===== src/rtl/mii_rx_deframe.sv =====
// MII receive deframer: strips preamble/SFD, emits payload nibbles with the
// trailing FCS withheld, and reports CRC-32, alignment and length status at
// end of frame.
// Optional statistics counters are built when MII_RX_DEFRAME_STATS_EN is
// defined; otherwise good_count/bad_count are tied to zero.
module mii_rx_deframe #(
  parameter int MIN_PREAMBLE = 2,
  parameter int MAX_NIBBLES  = 3036,
  parameter int MIN_NIBBLES  = 128
) (
  input  logic        clk,
  input  logic        rst_n,
  input  logic [3:0]  rxd,
  input  logic        rxdv,
  output logic [3:0]  q,
  output logic        qv,
  output logic        sof,
  output logic        eof,
  output logic        fcs_ok,
  output logic        align_err,
  output logic        len_err,
  output logic [15:0] good_count,
  output logic [15:0] bad_count
);

  localparam int CW = $clog2(MAX_NIBBLES + 2);
  localparam logic [CW-1:0] CNT_SAT   = CW'(MAX_NIBBLES + 1);
  localparam logic [CW-1:0] CNT_MAX   = CW'(MAX_NIBBLES);
  localparam logic [CW-1:0] CNT_MIN   = CW'(MIN_NIBBLES);
  localparam logic [CW-1:0] CNT_FULL  = CW'(8);
  localparam logic [3:0]    PRE_MIN   = 4'(MIN_PREAMBLE);
  localparam logic [31:0]   CRC_INIT  = 32'hFFFF_FFFF;
  localparam logic [31:0]   CRC_POLY  = 32'hEDB8_8320;
  localparam logic [31:0]   CRC_GOOD  = 32'hDEBB_20E3;

  typedef enum logic [1:0] {IDLE, PRE, DATA, DROP} state_t;

  state_t        state_q, state_d;
  logic [3:0]    precount_q, precount_d;
  logic [CW-1:0] count_q, count_d;
  logic [31:0]   crc_q, crc_d;
  logic [31:0]   dline_q, dline_d;
  logic [3:0]    q_q, q_d;
  logic          qv_q, qv_d;
  logic          sof_q, sof_d;
  logic          eof_q, eof_d;
  logic          fcsOk_q, fcsOk_d;
  logic          alignErr_q, alignErr_d;
  logic          lenErr_q, lenErr_d;

  // Reflected CRC-32 advanced by one nibble, LSB first.
  function automatic logic [31:0] crcNibble(input logic [31:0] cIn, input logic [3:0] d);
    logic [31:0] c;
    c = cIn;
    for (int i = 0; i < 4; i++) begin
      if (c[0] ^ d[i]) c = (c >> 1) ^ CRC_POLY;
      else             c = c >> 1;
    end
    return c;
  endfunction

  // Next-state and output decode; outputs are registered so every pulse is glitch-free.
  always_comb begin
    state_d    = state_q;
    precount_d = precount_q;
    count_d    = count_q;
    crc_d      = crc_q;
    dline_d    = dline_q;
    q_d        = 4'h0;
    qv_d       = 1'b0;
    sof_d      = 1'b0;
    eof_d      = 1'b0;
    fcsOk_d    = 1'b0;
    alignErr_d = 1'b0;
    lenErr_d   = 1'b0;
    case (state_q)
      IDLE: begin
        if (rxdv) begin
          if (rxd == 4'h5) begin
            state_d    = PRE;
            precount_d = 4'd1;
          end else begin
            state_d = DROP;
          end
        end
      end
      PRE: begin
        if (!rxdv) begin
          state_d = IDLE;
        end else if (rxd == 4'h5) begin
          if (precount_q != 4'hF) precount_d = precount_q + 4'd1;
        end else if (rxd == 4'hD && precount_q >= PRE_MIN) begin
          state_d = DATA;
          count_d = '0;
          crc_d   = CRC_INIT;
          dline_d = '0;
        end else begin
          state_d = DROP;
        end
      end
      DATA: begin
        if (rxdv) begin
          crc_d   = crcNibble(crc_q, rxd);
          dline_d = {dline_q[27:0], rxd};
          if (count_q != CNT_SAT) count_d = count_q + CW'(1);
          if (count_q >= CNT_FULL) begin
            q_d   = dline_q[31:28];
            qv_d  = 1'b1;
            sof_d = (count_q == CNT_FULL);
          end
        end else begin
          state_d    = IDLE;
          eof_d      = 1'b1;
          fcsOk_d    = (crc_q == CRC_GOOD);
          alignErr_d = count_q[0];
          lenErr_d   = (count_q < CNT_MIN) || (count_q > CNT_MAX);
        end
      end
      DROP: begin
        if (!rxdv) state_d = IDLE;
      end
      default: state_d = IDLE;
    endcase
  end

  // State and output registers; reset aborts any frame silently.
  always_ff @(posedge clk or negedge rst_n) begin
    if (!rst_n) begin
      state_q    <= IDLE;
      precount_q <= 4'd0;
      count_q    <= '0;
      crc_q      <= CRC_INIT;
      dline_q    <= '0;
      q_q        <= 4'h0;
      qv_q       <= 1'b0;
      sof_q      <= 1'b0;
      eof_q      <= 1'b0;
      fcsOk_q    <= 1'b0;
      alignErr_q <= 1'b0;
      lenErr_q   <= 1'b0;
    end else begin
      state_q    <= state_d;
      precount_q <= precount_d;
      count_q    <= count_d;
      crc_q      <= crc_d;
      dline_q    <= dline_d;
      q_q        <= q_d;
      qv_q       <= qv_d;
      sof_q      <= sof_d;
      eof_q      <= eof_d;
      fcsOk_q    <= fcsOk_d;
      alignErr_q <= alignErr_d;
      lenErr_q   <= lenErr_d;
    end
  end

  assign q         = q_q;
  assign qv        = qv_q;
  assign sof       = sof_q;
  assign eof       = eof_q;
  assign fcs_ok    = fcsOk_q;
  assign align_err = alignErr_q;
  assign len_err   = lenErr_q;

`ifdef MII_RX_DEFRAME_STATS_EN
  logic [15:0] goodCount_q, goodCount_d;
  logic [15:0] badCount_q, badCount_d;

  // Classify each frame as it ends so the counts move together with eof.
  always_comb begin
    goodCount_d = goodCount_q;
    badCount_d  = badCount_q;
    if (eof_d) begin
      if (fcsOk_d && !alignErr_d && !lenErr_d) goodCount_d = goodCount_q + 16'd1;
      else                                     badCount_d  = badCount_q + 16'd1;
    end
  end

  // Wrapping frame counters.
  always_ff @(posedge clk or negedge rst_n) begin
    if (!rst_n) begin
      goodCount_q <= 16'd0;
      badCount_q  <= 16'd0;
    end else begin
      goodCount_q <= goodCount_d;
      badCount_q  <= badCount_d;
    end
  end

  assign good_count = goodCount_q;
  assign bad_count  = badCount_q;
`else
  assign good_count = 16'd0;
  assign bad_count  = 16'd0;
`endif

endmodule


===== config.mk =====
export PLATFORM = sky130hd
export DESIGN_NAME = mii_rx_deframe
export DESIGN_NICKNAME = d
export VERILOG_FILES = /design/src/rtl/mii_rx_deframe.sv
export SDC_FILE = /design/constraint.sdc
export NUM_CORES = 1
export LEC_CHECK = 0
export ABC_AREA = 1
export CAP_MARGIN = 20
export CORE_ASPECT_RATIO = 0.9
export CORE_MARGIN = 3
export CORE_UTILIZATION = 55
export CTS_CLUSTER_DIAMETER = 120
export CTS_CLUSTER_SIZE = 40
export DETAILED_ROUTE_END_ITERATION = 10
export DONT_BUFFER_PORTS = 1
export GPL_ROUTABILITY_DRIVEN = 0
export PLACE_DENSITY = 0.7
export SLEW_MARGIN = 20
export SYNTH_ARGS = -nofsm -noshare
export SYNTH_HDL_FRONTEND = slang
export SYNTH_SLANG_ARGS = --single-unit

===== constraint.sdc =====
create_clock -name clk -period 3.5 [get_ports clk]
set_input_delay 0.875 -clock clk [delete_from_list [all_inputs] [get_ports clk]]
set_output_delay 0.875 -clock clk [all_outputs]
set_load 0.01 [all_outputs]

==> run_results.csv <==
group,metric,value,unit
floorplan,core_area,8808,um^2
power,leakagePower,2.776,nW
clock_tree,cts-resized-gates,0,
clock_tree,cts-root-buf,"clkbuf_8",
worst_setup_path,crit_type,"reg2reg",
power,total_power,2.880,mW
synth,synth_warnings,0,
global_route,overflow,0,
drt,wirelength,10400,um
floorplan,ioPinCount,49,
synth,syn_area_per_cell,7.356,um^2
drt,viasPerCell,4.999,
finish,design_area,5224,um^2
drt,drc,0,
sta,setup_slack,1.400,ns
global_route,antenna_found_initial,0,
clock_tree,cts_buffers,9,
worst_setup_path,end_kind,"register",
sta,drv_slew,0,
worst_setup_path,cp_max_fo,25,
clock_tree,cts_buffer_depth,2,
place,place_ws,1.158,ns
synth,synth_top_area_cell,"dfrtp_1",
clock_tree,hold_buffers,0,
synth,synth_common_cells,"279 x nand2_1, 71 x inv_1, 67 x nor2_1, 60 x dfrtp_1",
min_path,hold_path.class,"in2async",
synth,yosysSeqAreaShare,0.4581,
clock_tree,clock_latency,0.37,ns
synth,synthFlopType,"dfrtp_1",
floorplan,die_h,97.47,um
synth,synth_edf_count,0,
place,dpl.cell_count,795,
finish,final_cells,811,
worst_setup_path,cp_slowest_stage_delay,0.45,ns
finish,antenna_cells,0,
synth,synth-async-reset-ratio,1.000,
sta,relSlewSlack,0.6407,
floorplan,die_w,107.6,um
drt,drtPass1Iterations,6,
synth,synth.distinct_cells,31,
clock_tree,clk_pin_slew,0.11,ns
finish,drive_gt1_frac,0.1113,
worst_setup_path,crit_required,3.80,ns
floorplan,num_rows,32,
sta,setup-violations-final,0,
drt,wire_per_inst,12.82,um
clock_tree,cts_tree,"yes",
place,hpwl,7240,um
sta,clock_skew,0.01467,ns
worst_setup_path,crit_chain,"nor2_4 > inv_2 > nor2_4 > buf_4 > nand2_1 > nor2_1 > nor2_2",
place,io_buffers,0,
worst_setup_path,crit_family,"simple AND/OR/NAND/NOR gates",
drt,num_vias,4054,
sta,finalCritPeriodShare,0.6000,
finish,final_util,0.5930,
clock_tree,cts.sinks,92,
floorplan,initial_core_util,0.5804,
clock_tree,postCtsSetupRepairBufs,0,
worst_setup_path,critPathArrivalTime,2.40,ns
synth,yosys_register_bits,92,
sta,setup_tns,0,ns
worst_setup_path,slowest_stage,"nor2_4",
sta,rsz0062_at_grt,"false",
worst_setup_path,cp_num_buf_inv,2,
synth,syn_area,5112,um^2
place,dpl_cell_area,5035,um^2
power,irDropWorstVdd,349.7,uV
global_route,grt_pass1_vias,3797,
synth,yosys-top-cells-area,"dfrtp_1 29%, nand2_1 20%, dfstp_2 16%",
synth,yosysMostFrequentCell,"nand2_1",
finish,area_delta_synth_final,2.178,%
sta,holdWs,0.1827,ns
global_route,grt_max_degree,93,
sta,tightest_slew,0.5389,ns
synth,synth_top_cell_area_share,0.2937,
global_route,grt_pass1_wl,17720,um
clock_tree,htree_levels,3,
sta,hold_viol_final,0,
drt,antenna_left,0,
sta,max_clock_freq,476.2,MHz
sta,period_needed,2.100,ns
floorplan,dieArea,10490,um^2
worst_setup_path,rrSetupSlack,1.40,ns
finish,nNetsFinal,699,
outcome,status,"completed",
flow_run,drv_cap,0,
drt,drtIter0Drc,214,
synth,synthCells,695,
worst_setup_path,cpMostUsedCell,"nor2_4",
worst_setup_path,start_kind,"register",
power,cellPowerDensity,551.3,nW/um^2
global_route,grtUsageTotal,0.2085,
[cell type report]
class                   count  area (um^2)
clock inverters             7        65.06
repair buffers              1        7.507
inverters                  76        287.8
flip-flops and latches     92         2342
fillers                   867         3585
clock buffers               9        123.9
well taps                 119        148.9
multi-input cells         507         2248
[sequential cells by signal, summed over array words and instances, names as in the netlist]
| name | flops |
|---|---|
| state_q | 2 |
| qv | 1 |
| dline_q | 32 |
| count_q | 12 |
| align_err | 1 |
| sof | 1 |
| q | 4 |
| fcs_ok | 1 |
| len_err | 1 |
| crc_q | 32 |
| precount_q | 4 |
| eof | 1 |
[power by group]
| part | internal (mW) | leakage (nW) | switching, mW |
|---|---|---|---|
| clock network | 0.276 | 0.0943 | 0.420 |
| registers | 1.32 | 1.15 | 0.143 |
| logic | 0.236 | 1.53 | 0.486 |
| total | 1.83 | 2.78 | 1.05 |
[metal layers]
metal / routed length (um) / global-route usage
met1: 4877 / 0.2851
met2: 4854 / 0.3327
met3: 497 / 0.04385
met4: 170 / 0.06408
met5: 0 / 0
[cells in the final DEF (no fill, tap or decap), types with 2 or more instances in the layout]
master    count
nor2_2       13
nand2_2       4
nand4_1      11
dfrtp_1      60
nand3_1      28
o21ai_1       4
nor2_4        2
clkinv_4      2
xor2_1       11
nor4_1        5
o21ai_0      20
inv_8         2
conb_1       32
dfstp_2      32
a22oi_1       5
inv_6         2
clkbuf_8      9
inv_2         4
a21oi_1      15
inv_1        71
ha_1          5
nand2_1     279
nor2_1       67
[final timing paths]
path,start,depth (start not counted),to
hold / removal,rst_n,0,count_q[6]$_DFFE_PN0P_
hold reg to reg,dline_q[11]$_DFFE_PN0P_,2,dline_q[11]$_DFFE_PN0P_
setup reg to reg,state_q[0]$_DFFE_PN0P_,7,crc_q[20]$_DFFE_PN1P_
setup / recovery,state_q[0]$_DFFE_PN0P_,7,crc_q[20]$_DFFE_PN1P_
min in group clk,dline_q[11]$_DFFE_PN0P_,2,dline_q[11]$_DFFE_PN0P_
max in group asynchronous,rst_n,0,crc_q[2]$_DFFE_PN1P_
[cells by family after synthesis]
family	count (synthesis)	share of synthesized area
AOI/OAI and AO/OA	45	0.04871
xor gates and xnor gates	12	0.02056
DFF	92	0.4582
and+or+nand+nor	413	0.3338
buffers and inverters	127	0.1258
other	1	0.0007335
adders and majority gates	5	0.01224
No activity file was read; power rests on OpenSTA's default activity.
